[config.mk]
export PLATFORM = sky130hd
export DESIGN_NAME = sfifo_wr_arb
export DESIGN_NICKNAME = d
export VERILOG_FILES = /design/src/rtl/sfifo_wr_arb.sv
export SDC_FILE = /design/constraint.sdc
export NUM_CORES = 1
export LEC_CHECK = 0
export ABC_CLOCK_PERIOD_IN_PS = 6300
export CORE_MARGIN = 8
export CORE_UTILIZATION = 33
export DETAILED_ROUTE_END_ITERATION = 7
export GPL_TIMING_DRIVEN = 1
export PLACE_DENSITY = 0.82
export SETUP_SLACK_MARGIN = 0.05
export SLEW_MARGIN = 20
export SYNTH_ARGS = -nofsm -noshare
export SYNTH_HDL_FRONTEND = slang
export SYNTH_SLANG_ARGS = --single-unit
[constraint.sdc]
create_clock -name clk -period 6.3 [get_ports clk]
set_clock_uncertainty 0.2 [all_clocks]
set_input_delay 0.63 -clock clk [delete_from_list [all_inputs] [get_ports clk]]
set_output_delay 0.63 -clock clk [all_outputs]
set_load 0.02 [all_outputs]
[src/rtl/sfifo_wr_arb.sv]
// Round-robin write arbiter in front of a synchronous FIFO write port.
// Define SFIFO_ARB_BURST_EN to compile in the LOCK state (up to MAX_BURST beats per grant).
module sfifo_wr_arb #(
    parameter int WIDTH     = 8,
    parameter int NREQ      = 4,
    parameter int MAX_BURST = 4
) (
    input  logic                       clk,
    input  logic                       rst,
    input  logic [NREQ-1:0]            req,
    input  logic [NREQ*WIDTH-1:0]      req_data,
    output logic [NREQ-1:0]            gnt,
    input  logic                       wfull,
    output logic                       winc,
    output logic [WIDTH-1:0]           wdata,
    output logic [$clog2(NREQ)-1:0]    owner,
    output logic                       locked
);

    localparam int IW = $clog2(NREQ);

    logic [IW-1:0]   ptr_q, ptr_d;
    logic [IW-1:0]   rr_win;
    logic            rr_found;
    logic [NREQ-1:0] gnt_c;

    function automatic logic [IW-1:0] next_idx(input logic [IW-1:0] i);
        if (int'(i) == NREQ - 1)
            return '0;
        else
            return i + 1'b1;
    endfunction

    // First requester at or after ptr, wrapping modulo NREQ.
    always_comb begin
        rr_found = 1'b0;
        rr_win   = '0;
        for (int k = 0; k < NREQ; k++) begin
            if (!rr_found && req[(int'(ptr_q) + k) % NREQ]) begin
                rr_found = 1'b1;
                rr_win   = IW'((int'(ptr_q) + k) % NREQ);
            end
        end
    end

`ifdef SFIFO_ARB_BURST_EN
    localparam int CW = $clog2(MAX_BURST + 1);

    // state | meaning
    // IDLE  | round-robin arbitration every cycle
    // LOCK  | only owner may write, until MAX_BURST beats or owner drops req
    typedef enum logic {
        IDLE = 1'b0,
        LOCK = 1'b1
    } state_t;

    state_t        state_q, state_d;
    logic [IW-1:0] own_q, own_d;
    logic [CW-1:0] cnt_q, cnt_d;

    always_comb begin
        state_d = state_q;
        own_d   = own_q;
        cnt_d   = cnt_q;
        ptr_d   = ptr_q;
        gnt_c   = '0;
        if (!rst && !wfull) begin
            case (state_q)
                IDLE: begin
                    if (rr_found) begin
                        gnt_c[rr_win] = 1'b1;
                        ptr_d         = next_idx(rr_win);
                        if (MAX_BURST > 1) begin
                            state_d = LOCK;
                            own_d   = rr_win;
                            cnt_d   = CW'(1);
                        end
                    end
                end
                LOCK: begin
                    if (!req[own_q]) begin
                        // bubble cycle: release without granting anyone
                        state_d = IDLE;
                        ptr_d   = next_idx(own_q);
                        own_d   = '0;
                        cnt_d   = '0;
                    end else begin
                        gnt_c[own_q] = 1'b1;
                        if (cnt_q == CW'(MAX_BURST - 1)) begin
                            state_d = IDLE;
                            ptr_d   = next_idx(own_q);
                            own_d   = '0;
                            cnt_d   = '0;
                        end else begin
                            cnt_d = cnt_q + 1'b1;
                        end
                    end
                end
                default: state_d = IDLE;
            endcase
        end
    end

    always_ff @(posedge clk or posedge rst) begin
        if (rst) begin
            state_q <= IDLE;
            own_q   <= '0;
            cnt_q   <= '0;
        end else begin
            state_q <= state_d;
            own_q   <= own_d;
            cnt_q   <= cnt_d;
        end
    end

    assign locked = (state_q == LOCK);
    assign owner  = own_q;
`else
    always_comb begin
        ptr_d = ptr_q;
        gnt_c = '0;
        if (!rst && !wfull && rr_found) begin
            gnt_c[rr_win] = 1'b1;
            ptr_d         = next_idx(rr_win);
        end
    end

    assign locked = 1'b0;
    assign owner  = '0;
`endif

    always_ff @(posedge clk or posedge rst) begin
        if (rst)
            ptr_q <= '0;
        else
            ptr_q <= ptr_d;
    end

    assign gnt  = gnt_c;
    assign winc = |(req & gnt_c);

    always_comb begin
        wdata = '0;
        for (int i = 0; i < NREQ; i++) begin
            if (gnt_c[i])
                wdata = req_data[i*WIDTH +: WIDTH];
        end
    end

endmodule

; ---- Word level (Yosys, flattened, before mapping)
; Index checks and enable logic that the tools add are counted.
[word_totals]
register_bits = 2
out_inout_bits = 16
wordCells = 58
in_bits = 39
[op_classes]
mux = 27
add_sub_neg = 4
n_eq_ne = 1
magnitude_cmp = 6
bitwise_logic = 4
n_reduce_logical = 15
[ops]
columns = cell, n
row1 = 2-to-1 mux 8 bit, 4
row2 = "< comparator 3 x 4 -> 1 bit, second input constant", 3
row3 = 2-to-1 mux 1 bit, 12
row4 = 2-to-1 mux 2 bit, 5
row5 = binary-select mux 1 bit (select 2 bit), 4
row6 = logical AND 1 bit, 6
row7 = "< comparator 2 x 3 -> 1 bit, second input constant", 2
row8 = OR reduction 2 bit, 3
row9 = zero test 1 bit, 5
row10 = "adder 2 x 1 -> 2 bit, second input constant", 2
row11 = "adder 2 bit, second input constant", 2
row12 = bitwise AND 4 bit, 1
row13 = 2-to-1 mux 4 bit, 1
row14 = OR reduction 4 bit, 1
row15 = "bitwise AND 1 bit, first input constant", 3
row16 = demux 1 bit (select 2 bit), 1
row17 = "equality test 2 x 1 -> 1 bit, second input constant", 1
row18 = ">= comparator 2 x 1 -> 1 bit, second input constant", 1

; ---- Depth between registers and ports, before layout
; Gate-level depths: netlist (run 1).
[depth]
word_depth = 23
mapped_depth = 8
ltp_nobuf = 7

; ---- Least setup slack after synthesis (run 1)
; Ideal clock, no wire load.
[synth_path]
path_type = in2out
startpoint = in req[3]
endpoint = out wdata[0]
stages = 8
path_buffers = 1
slack_ns = 3.250
t_required_ns = 5.470
arrival_time_ns = 2.220
cell_sequence = and2b_1 o21ai_0 and3_1 ha_1 buf_2 a21o_1 o221ai_1 a21oi_1
[synth_between]
elab_chain_len = 21
word_cells_on_any_way = 36
cone_classes = order compare (2) / mux (26) / reduce/logical (8)
[synth_rtl]
columns = item, line
row1 = from (decl), 10  ; input logic [NREQ-1:0] req,
row2 = binary-select mux 1 bit (select 2 bit), 39  ; if (!rr_found && req[(int'(ptr_q) + k) % NREQ]) begin
row3 = 2-to-1 mux 1 bit (implied by the code), 39
row4 = 2-to-1 mux 1 bit, 39
row5 = zero test 1 bit, 39
row6 = logical AND 1 bit, 39
row7 = 2-to-1 mux 1 bit, 39
row8 = zero test 1 bit, 39
row9 = logical AND 1 bit, 39
row10 = [3 not listed], --
row11 = 2-to-1 mux 2 bit, 39
row12 = < comparator 2 x 3 -> 1 bit (implied by the code) / >= comparator 2 x 1 -> 1 bit (equally long branches), 123  ; gnt_c[rr_win] = 1'b1;
row13 = logical AND 1 bit (implied by the code), 123
row14 = 2-to-1 mux 1 bit (implied by the code), 123
row15 = demux 1 bit (select 2 bit), 123
row16 = 2-to-1 mux 4 bit (*), 122  ; if (!rst && !wfull && rr_found) begin
row17 = 2-to-1 mux 8 bit (3 in a row), 145  ; if (gnt_c[i])
row18 = 2-to-1 mux 8 bit (*), 145
row19 = to (decl), 15  ; output logic [WIDTH-1:0] wdata,
; Mark *: on every way between the ends. The rest lies on a longest branch, timed or not. The select of a mux whose other input is x is not followed.

; ---- Worst setup path in the final report (run 1)
[layout_path]
startpoint = in req[3]
endpoint = out wdata[6]
; The elaborated chain is that of the path after synthesis.

==> results.toml, run 1 <==
[run_status]
status = "completed"

[placed_design]
placed_cells = 155
dpl.hpwl_um = 1963
port_buffers = 51
routabilityCongestion = 0.7409

[timing]
max_freq_mhz = 232.6
finalMaxSlewViolations = 0
post-route-period-util_pct = 68.25
setup-tns-final_ns = 0
finalSetupViolations = 0
relSlewSlack_pct = 66.22
worstMarginPinSlew_ns = 0.5067
period_needed_ns = 4.300
rsz0062_at_grt = "no"
finalHoldViolCount = 0

[synth]
ys_seq_area_share_pct = 8.097
synth_edf_count = 0
synth_cells = 84
synth_flop_cell = "dfrtp_1"
ys_seq_elements = 2
yosysMostFrequentCell = "a21oi_1"
ys_warn_count = 0
async_flop_share_pct = 100.0
synth_commonest_cells = "10 x a21oi_1, 9 x a21o_1, 8 x and3b_1, 8 x nand2_1, 8 x o221ai_1"
yosysTopAreaCell = "and3b_1"
syn-cell-area_um2 = 618.1
synth_top_cells_by_area = "and3b_1 11%, o221ai_1 11%, a21o_1 11%, a21oi_1 8.1%, dfrtp_1 8.1%"
synth_cell_type_count = 30
yosysTopAreaCellShare_pct = 11.34
syn_area_per_cell_um2 = 7.358

[layout]
num_antenna_cells = 0
instances_no_fill = 158
nets = 178
nFillCells = 173
drive_gt1_share_pct = 5.263
top_regs = "ptr_q x2"
largest_reg_flops = 2
syn2layout_area_growth_pct = 84.82
regMostFlops = "ptr_q"

[setup_path]
critical_path_peak_fanout = 18
crit_type = "input port to output port"
crit_top_cell = "clkdlybuf4s50_1"
slowest_stage = "clkdlybuf4s50_1"
end_kind = "output port"
path_cells = "clkdlybuf4s50_1 > and2b_1 > o21ai_0 > and3_1 > ha_1 > a21o_1 > o221ai_1 > a21oi_1 > clkdlybuf4s50_1"
cp_data_required_time_ns = 5.47
worst-path-buf-inv = 2
cp_data_arrival_time_ns = 3.47
startpoint_type = "input port"
cp_top_family = "buffers and inverters"
max_stage_delay_ns = 0.63

[pwr]
p_int_uw = 145.5
combPwrFrac_pct = 79.5
swShare_pct = 44.76
switchingPower_uw = 117.9
power_leakage_uw = 0.0005094
p_seq_share_pct = 9.5
powerDensity_nw_per_um2 = 230.6
vdd_drop_max_mv = 0.1576
clockPowerShare_pct = 11.0

[clock_tree]
clk_path_buf_depth = 2
cts_tree = "done"
clock_latency_ns = 0.23
numCtsBuffers = 3
clock_sinks = 2
h-tree-depth = 1
postCtsHoldBufs = 0
cts_root_buf = "clkbuf_4"
cts_resized = 0
post_cts_buffers = 0
clkTransAtPathRegs_ns = 0.04

[route]
wl_met2_um = 1162
post-route-drc-count = 0
routed.top_layer = "met3"
wl_met1_um = 1099
drt_iter0_markers = 32
ant_nets = 0
wire_per_inst_um = 15.45
dr.pass1.iters = 3
wl_met3_um = 180
num_vias = 817
vias_per_cell = 5.171
wirelength_um = 2441

[floorplan]
core_area_um2 = 1745
rows = 15
initial_core_util_pct = 35.41
die_y_um = 59.28
pin_count = 55
die_w_um = 59.28
dieArea_um2 = 3514

[worst_hold_path]
hp-class = "input port to asynchronous set/reset pin"

[global_routing]
grt_pass1_vias = 791
grt.overflow.total = 0
grt_antenna_before_repair = 0
grt_usage_pct = 13.58
grt_max_degree = 19
grt_pass1_wl_um = 3788

[job]
maxCapViolCount = 0
power by group through the flow:
stage,Sequential [µW],Combinational [µW],Clock (µW)
after floorplan,23.3,139,0
after CTS,24.9,209,31.5
after global placement,25.0,207,0
after global routing,25.8,227,31.0
after detailed placement,25.3,208,0
final,24.9,209,29.1
layer usage:
| layer | GRT usage (%) | up-vias |
|---|---|---|
| met3 | 3.471 | 0 |
| met2 | 23.57 | 29 |
| li1 | - | 415 |
| met5 | 0 | - |
| met4 | 4.096 | 0 |
| met1 | 15.69 | 373 |
final timing paths:
kind                       endpoint  cells after the start  slack (ns)  startpoint
min in group clk           ptr_q[1]                      1        0.42    ptr_q[1]
min reg2reg                ptr_q[1]                      1        0.42    ptr_q[1]
max                        wdata[6]                      9        2.00      req[3]
max reg2reg                ptr_q[1]                      5        4.42    ptr_q[1]
min                        ptr_q[1]                      2        0.38         rst
max in group asynchronous  ptr_q[0]                      2        5.41         rst
logic make-up after synthesis:
| kind of cell | Yosys count | share of synthesized area, % |
|---|---|---|
| compound gates | 35 | 39.88 |
| fa+ha+maj | 4 | 8.097 |
| buf+inv | 10 | 9.513 |
| flops | 2 | 8.097 |
| mux | 1 | 2.428 |
| other cells | 1 | 0.6067 |
| simple gates | 31 | 31.38 |
final cells by class:
| cell class | count | area [µm²] | share of cell area (%) |
|---|---|---|---|
| Sequential cell | 2 | 50.05 | 4.381 |
| Timing Repair Buffer | 51 | 510.5 | 44.69 |
| Multi-Input combinational cell | 74 | 516.7 | 45.24 |
| Clock buffer | 3 | 22.52 | 1.972 |
| Tap cell | 25 | 31.28 | 2.738 |
| Inverter | 3 | 11.26 | 0.9858 |
placed cells by master, fill, tap and decap left out:
cell,synthesis,layout
clkinv_1,2,2
nor2_1,4,4
clkbuf_4,0,3
o22ai_1,1,1
a22oi_1,2,2
nor2b_1,3,3
a21boi_0,1,1
a41oi_1,1,1
nand2_1,8,8
and2b_1,1,1
o221ai_1,8,8
ha_1,4,4
inv_1,1,1
conb_1,1,3
mux2_4,1,1
o21ai_0,1,1
o22a_1,1,1
and3_1,3,3
and3b_1,8,8
dfrtp_1,2,2
clkdlybuf4s50_1,0,51
a21o_1,9,9
a21oi_1,10,10
nand2_4,1,1
nand3_1,1,1
or2_2,1,1
o21bai_1,1,1
or4_4,1,1
through the flow:
step | instance area (µm²) | total power (µW) | setup WS (ns) | hold WS (ns) | utilization [%]
after global routing | 1142 | 283.9 | 1.759 | 0.4110 | 65.45
final | 1142 | 263.4 | 2.000 | 0.3756 | 65.45
after floorplan | 625.6 | 162.7 | 3.250 | 0.1712 | -
after detailed placement | 1120 | 233.7 | 2.003 | 0.4095 | 64.16
after CTS | 1142 | 265.8 | 1.986 | 0.3658 | 65.45
after global placement | 1120 | 232.0 | 2.068 | 0.4073 | 64.16
No activity file was read; power rests on OpenSTA's default activity.
==> run 2, diff against run 1 <==
ABC_CLOCK_PERIOD_IN_PS = 4400   (was 6300)
CORE_UTILIZATION = 31   (was 33)
PLACE_DENSITY = 0.77   (was 0.82)
clock period = 4.4 ns   (was 6.3 ns; I/O delays follow)
==> results.toml, run 2 (synthesis results as in run 1) <==
[setup_path]
worstReg2RegEnd = "ptr_q[1]"
r2r-start = "ptr_q[1]"
crit_top_cell = "clkdlybuf4s50_1"
end_kind = "output port"
slowest_stage = "clkdlybuf4s50_1"
cp_data_arrival_time_ns = 3.37
startpoint_type = "input port"
critical_path_peak_fanout = 18
cp_top_family = "buffers and inverters"
r2r_setup_slack_ns = 2.53
rr_worst_depth = 5
path_cells = "clkdlybuf4s50_1 > and2b_1 > o21ai_0 > and3_1 > ha_1 > a21o_1 > o221ai_1 > a21oi_1 > clkdlybuf4s50_1"
max_stage_delay_ns = 0.64
crit_type = "input port to output port"
worst-path-buf-inv = 2
cp_data_required_time_ns = 3.76

[pwr]
powerDensity_nw_per_um2 = 330.9
vdd_drop_max_mv = 0.2263
power_leakage_uw = 0.0005094
power_uw = 378.9

[timing]
post-route-period-util_pct = 91.15
finalMaxSlewViolations = 0
rsz0062_at_grt = "no"
timing.hold.ws_ns = 0.1942
setup-tns-final_ns = 0
fin_ws_ns = 0.3896
period_needed_ns = 4.010
relSlewSlack_pct = 63.66
finalHoldViolCount = 0
worstMarginPinSlew_ns = 0.5450
max_freq_mhz = 249.4
finalSetupViolations = 0

[clock_tree]
cts_tree = "done"
clock_latency_ns = 0.23
clock_sinks = 2
cts_root_buf = "clkbuf_4"
numCtsBuffers = 3
clkTransAtPathRegs_ns = 0.03
postCtsHoldBufs = 0
cts_resized = 0
clk_path_buf_depth = 2
post_cts_buffers = 0
h-tree-depth = 1

[floorplan]
die_y_um = 60.65
core_area_um2 = 1922
initial_core_util_pct = 32.16
dieArea_um2 = 3678
die_w_um = 60.65
rows = 16
pin_count = 55

[layout]
top_regs = "ptr_q x2"
nFillCells = 188
num_antenna_cells = 0
largest_reg_flops = 2
regMostFlops = "ptr_q"
nets = 178
layout_common_cells = "51 x clkdlybuf4s50_1, 10 x a21oi_1, 9 x a21o_1"
final_common_cell = "clkdlybuf4s50_1"
syn2layout_area_growth_pct = 85.22
drive_gt1_share_pct = 5.263

[route]
dr.pass1.iters = 4
post-route-drc-count = 0
ant_nets = 0
wirelength_um = 2463
wire_per_inst_um = 15.39
num_vias = 836
drt_iter0_markers = 24
vias_per_cell = 5.225

[worst_hold_path]
hp-class = "input port to asynchronous set/reset pin"

[placed_design]
place_ws_ns = 0.4267
dpl.hpwl_um = 1905
routabilityCongestion = 0.7708
port_buffers = 51

[job]
maxCapViolCount = 0

[global_routing]
grt.overflow.total = 0
grt_pass1_wl_um = 3850
grt_pass1_vias = 810
grt_usage_pct = 13.35
grt_max_degree = 19
grt_antenna_before_repair = 0

[run_status]
status = "completed"
==> run 2: cell counts in the layout (fill, tap and decap cells not counted) <==
Identical to the previous run, type by type.
==> run 2: cell type report <==
class	count	area (µm²)	area share (%)
tap	27	33.78	2.951
multi-input combinational	74	516.7	45.14
clock buffer	3	22.52	1.967
timing repair buffer	51	510.5	44.59
inverter	3	11.26	0.9836
sequential	2	50.05	4.372
==> run 2: stage by stage <==
stage / cells / area [µm²] / utilization (%)
6_report: 160 / 1145 / 59.57
4_1_cts: 160 / 1145 / 59.57
5_1_grt: 160 / 1145 / 59.57
2_1_floorplan: 86 / 625.6 / -
3_5_place_dp: 157 / 1122 / 58.40
3_3_place_gp: 157 / 1122 / 58.40
==> run 2: worst max-delay path by stage <==
stage          startpoint        to  depth (start not counted)
3_5_place_dp       req[3]  wdata[0]                          9
4_1_cts            req[3]  wdata[0]                          9
6_report           req[3]  wdata[0]                          9
5_1_grt            req[3]  wdata[0]                          9
2_1_floorplan      req[3]  wdata[0]                          8
3_3_place_gp       req[3]  wdata[3]                          9
==> run 2: where the power goes <==
part	total, µW	leakage, µW	internal (µW)	switching, µW
clock	42.0	0.0000138	30.2	11.8
sequential	35.6	0.0000227	26.1	9.44
combinational	301	0.000473	152	149
==> run 2: routing by layer <==
metal | up-vias | part of all wire, % | global-route usage, %
met5 | - | 0 | 0
met4 | 0 | 0.97 | 5.648
met3 | 2 | 11 | 4.025
met2 | 37 | 49 | 22.78
met1 | 382 | 40 | 14.93
li1 | 415 | - | -
==> run 2: worst register-to-register path: cells and delay by family (launching register included) <==
| kind | cells | cell delay [ns] |
|---|---|---|
| AO/OA/AOI/OAI | 3 | 0.63 |
| adder cells (fa/ha/maj) | 1 | 0.24 |
| flip-flops | 1 | 0.42 |
| multiplexers | 1 | 0.27 |
==> run 3, diff against run 2 <==
CAP_MARGIN = 20   (was default)
REMOVE_ABC_BUFFERS = 1   (was default)
==> results.toml, run 3 (synthesis results as in run 1) <==
[timing]
max_freq_mhz = 252.1
finalMaxSlewViolations = 0
period_needed_ns = 3.967
fin_ws_ns = 0.4332
relSlewSlack_pct = 63.42
worstMarginPinSlew_ns = 0.5486
rsz0062_at_grt = "no"
post-route-period-util_pct = 90.15
finalSetupViolations = 0
setup-tns-final_ns = 0
finalHoldViolCount = 0

[setup_path]
critical_path_peak_fanout = 18
rr_worst_depth = 5
crit_type = "input port to output port"
end_kind = "output port"
r2r_setup_slack_ns = 2.49
cp_data_arrival_time_ns = 3.33
r2r-start = "ptr_q[1]"
cp_data_required_time_ns = 3.76
startpoint_type = "input port"
worstReg2RegEnd = "ptr_q[1]"

[global_routing]
grt_pass1_wl_um = 4002
grt_usage_pct = 13.74
grt.overflow.total = 0
grt_antenna_before_repair = 0
grt_pass1_vias = 873
grt_max_degree = 19

[placed_design]
port_buffers = 51
placed_area_um2 = 1122
place_ws_ns = 0.4744
placed_cells = 157
routabilityCongestion = 0.7601
dpl.hpwl_um = 1945

[layout]
regMostFlops = "ptr_q"
drive_gt1_share_pct = 5.263
nets = 178
instances_no_fill = 160
syn2layout_area_growth_pct = 85.22
largest_reg_flops = 2
num_antenna_cells = 0
design_area_um2 = 1145
utilization_pct = 59.57
top_regs = "ptr_q x2"
layout_common_cells = "51 x clkdlybuf4s50_1, 10 x a21oi_1, 9 x a21o_1"
final_common_cell = "clkdlybuf4s50_1"

[floorplan]
die_y_um = 60.65
core_area_um2 = 1922
dieArea_um2 = 3678
pin_count = 55
die_w_um = 60.65
initial_core_util_pct = 32.16
rows = 16

[clock_tree]
cts_root_buf = "clkbuf_4"
clock_sinks = 2
numCtsBuffers = 3
clock_latency_ns = 0.22
cts_tree = "done"
clk_path_buf_depth = 2
postCtsHoldBufs = 0
cts_resized = 0
post_cts_buffers = 0
clkTransAtPathRegs_ns = 0.03
h-tree-depth = 1

[worst_hold_path]
hp-class = "input port to asynchronous set/reset pin"

[pwr]
power_leakage_uw = 0.0005094
vdd_drop_max_mv = 0.2485
powerDensity_nw_per_um2 = 330.3

[route]
num_vias = 796
vias_per_cell = 4.975
ant_nets = 0
wire_per_inst_um = 15.28
drt_iter0_markers = 21
dr.pass1.iters = 4
post-route-drc-count = 0
wirelength_um = 2444

[job]
maxCapViolCount = 0

[run_status]
status = "completed"
run 3: cell counts in the layout (fill, tap and decap cells not counted):
No cell type changed its count.
run 3: metrics by stage:
| stage | power, µW | hold slack, ns |
|---|---|---|
| floorplan | 227.0 | -0.01882 |
| global route | 414.0 | 0.2354 |
| CTS | 381.5 | 0.1948 |
| finish | 378.1 | 0.1979 |
| detailed placement | 338.6 | 0.4292 |
| global placement | 332.4 | 0.4131 |
run 3: area by class of cell:
type	instances	area, µm²
inverters	3	11.26
flip-flops and latches	2	50.05
fillers	194	777.0
multi-input cells	74	516.7
well taps	27	33.78
clock buffers	3	22.52
repair buffers	51	510.5
run 3: report_power, final:
group / leakage (µW) / switching [µW] / internal (µW)
logic: 0.000473 / 150 / 152
clock network: 0.0000138 / 9.01 / 30.0
registers: 0.0000227 / 10.6 / 26.1
run 3: metal layers:
metal  part of all wire (%)  global-route usage, %  wire length (µm)  vias up
met5                      0                      0                 0        -
met1                     45                  15.77              1109      348
met3                    9.2                  3.178               226        0
met4                      0                  3.987                 0        0
li1                       -                      -                 -      414
met2                     45                  24.43              1107       34
run 3: worst max-delay path, stage by stage:
cell and delay (ns):
clkdlybuf4s50_1 0.57, and2b_1 0.20, o21ai_0 0.28, and3_1 0.25, ha_1 0.51, a21o_1 0.19, o221ai_1 0.11, a21oi_1 0.15
clkdlybuf4s50_1 0.62
run 3: worst max-delay path by stage:
| stage | start | to | slack (ns) | cells past startpoint |
|---|---|---|---|---|
| global placement | req[3] | wdata[2] | 0.53 | 9 |
| CTS | req[3] | wdata[2] | 0.45 | 9 |
| global route | req[1] | wdata[1] | 0.23 | 9 |
| floorplan | req[3] | wdata[0] | 1.74 | 7 |
| finish | req[3] | wdata[2] | 0.43 | 9 |
| detailed placement | req[3] | wdata[2] | 0.47 | 9 |
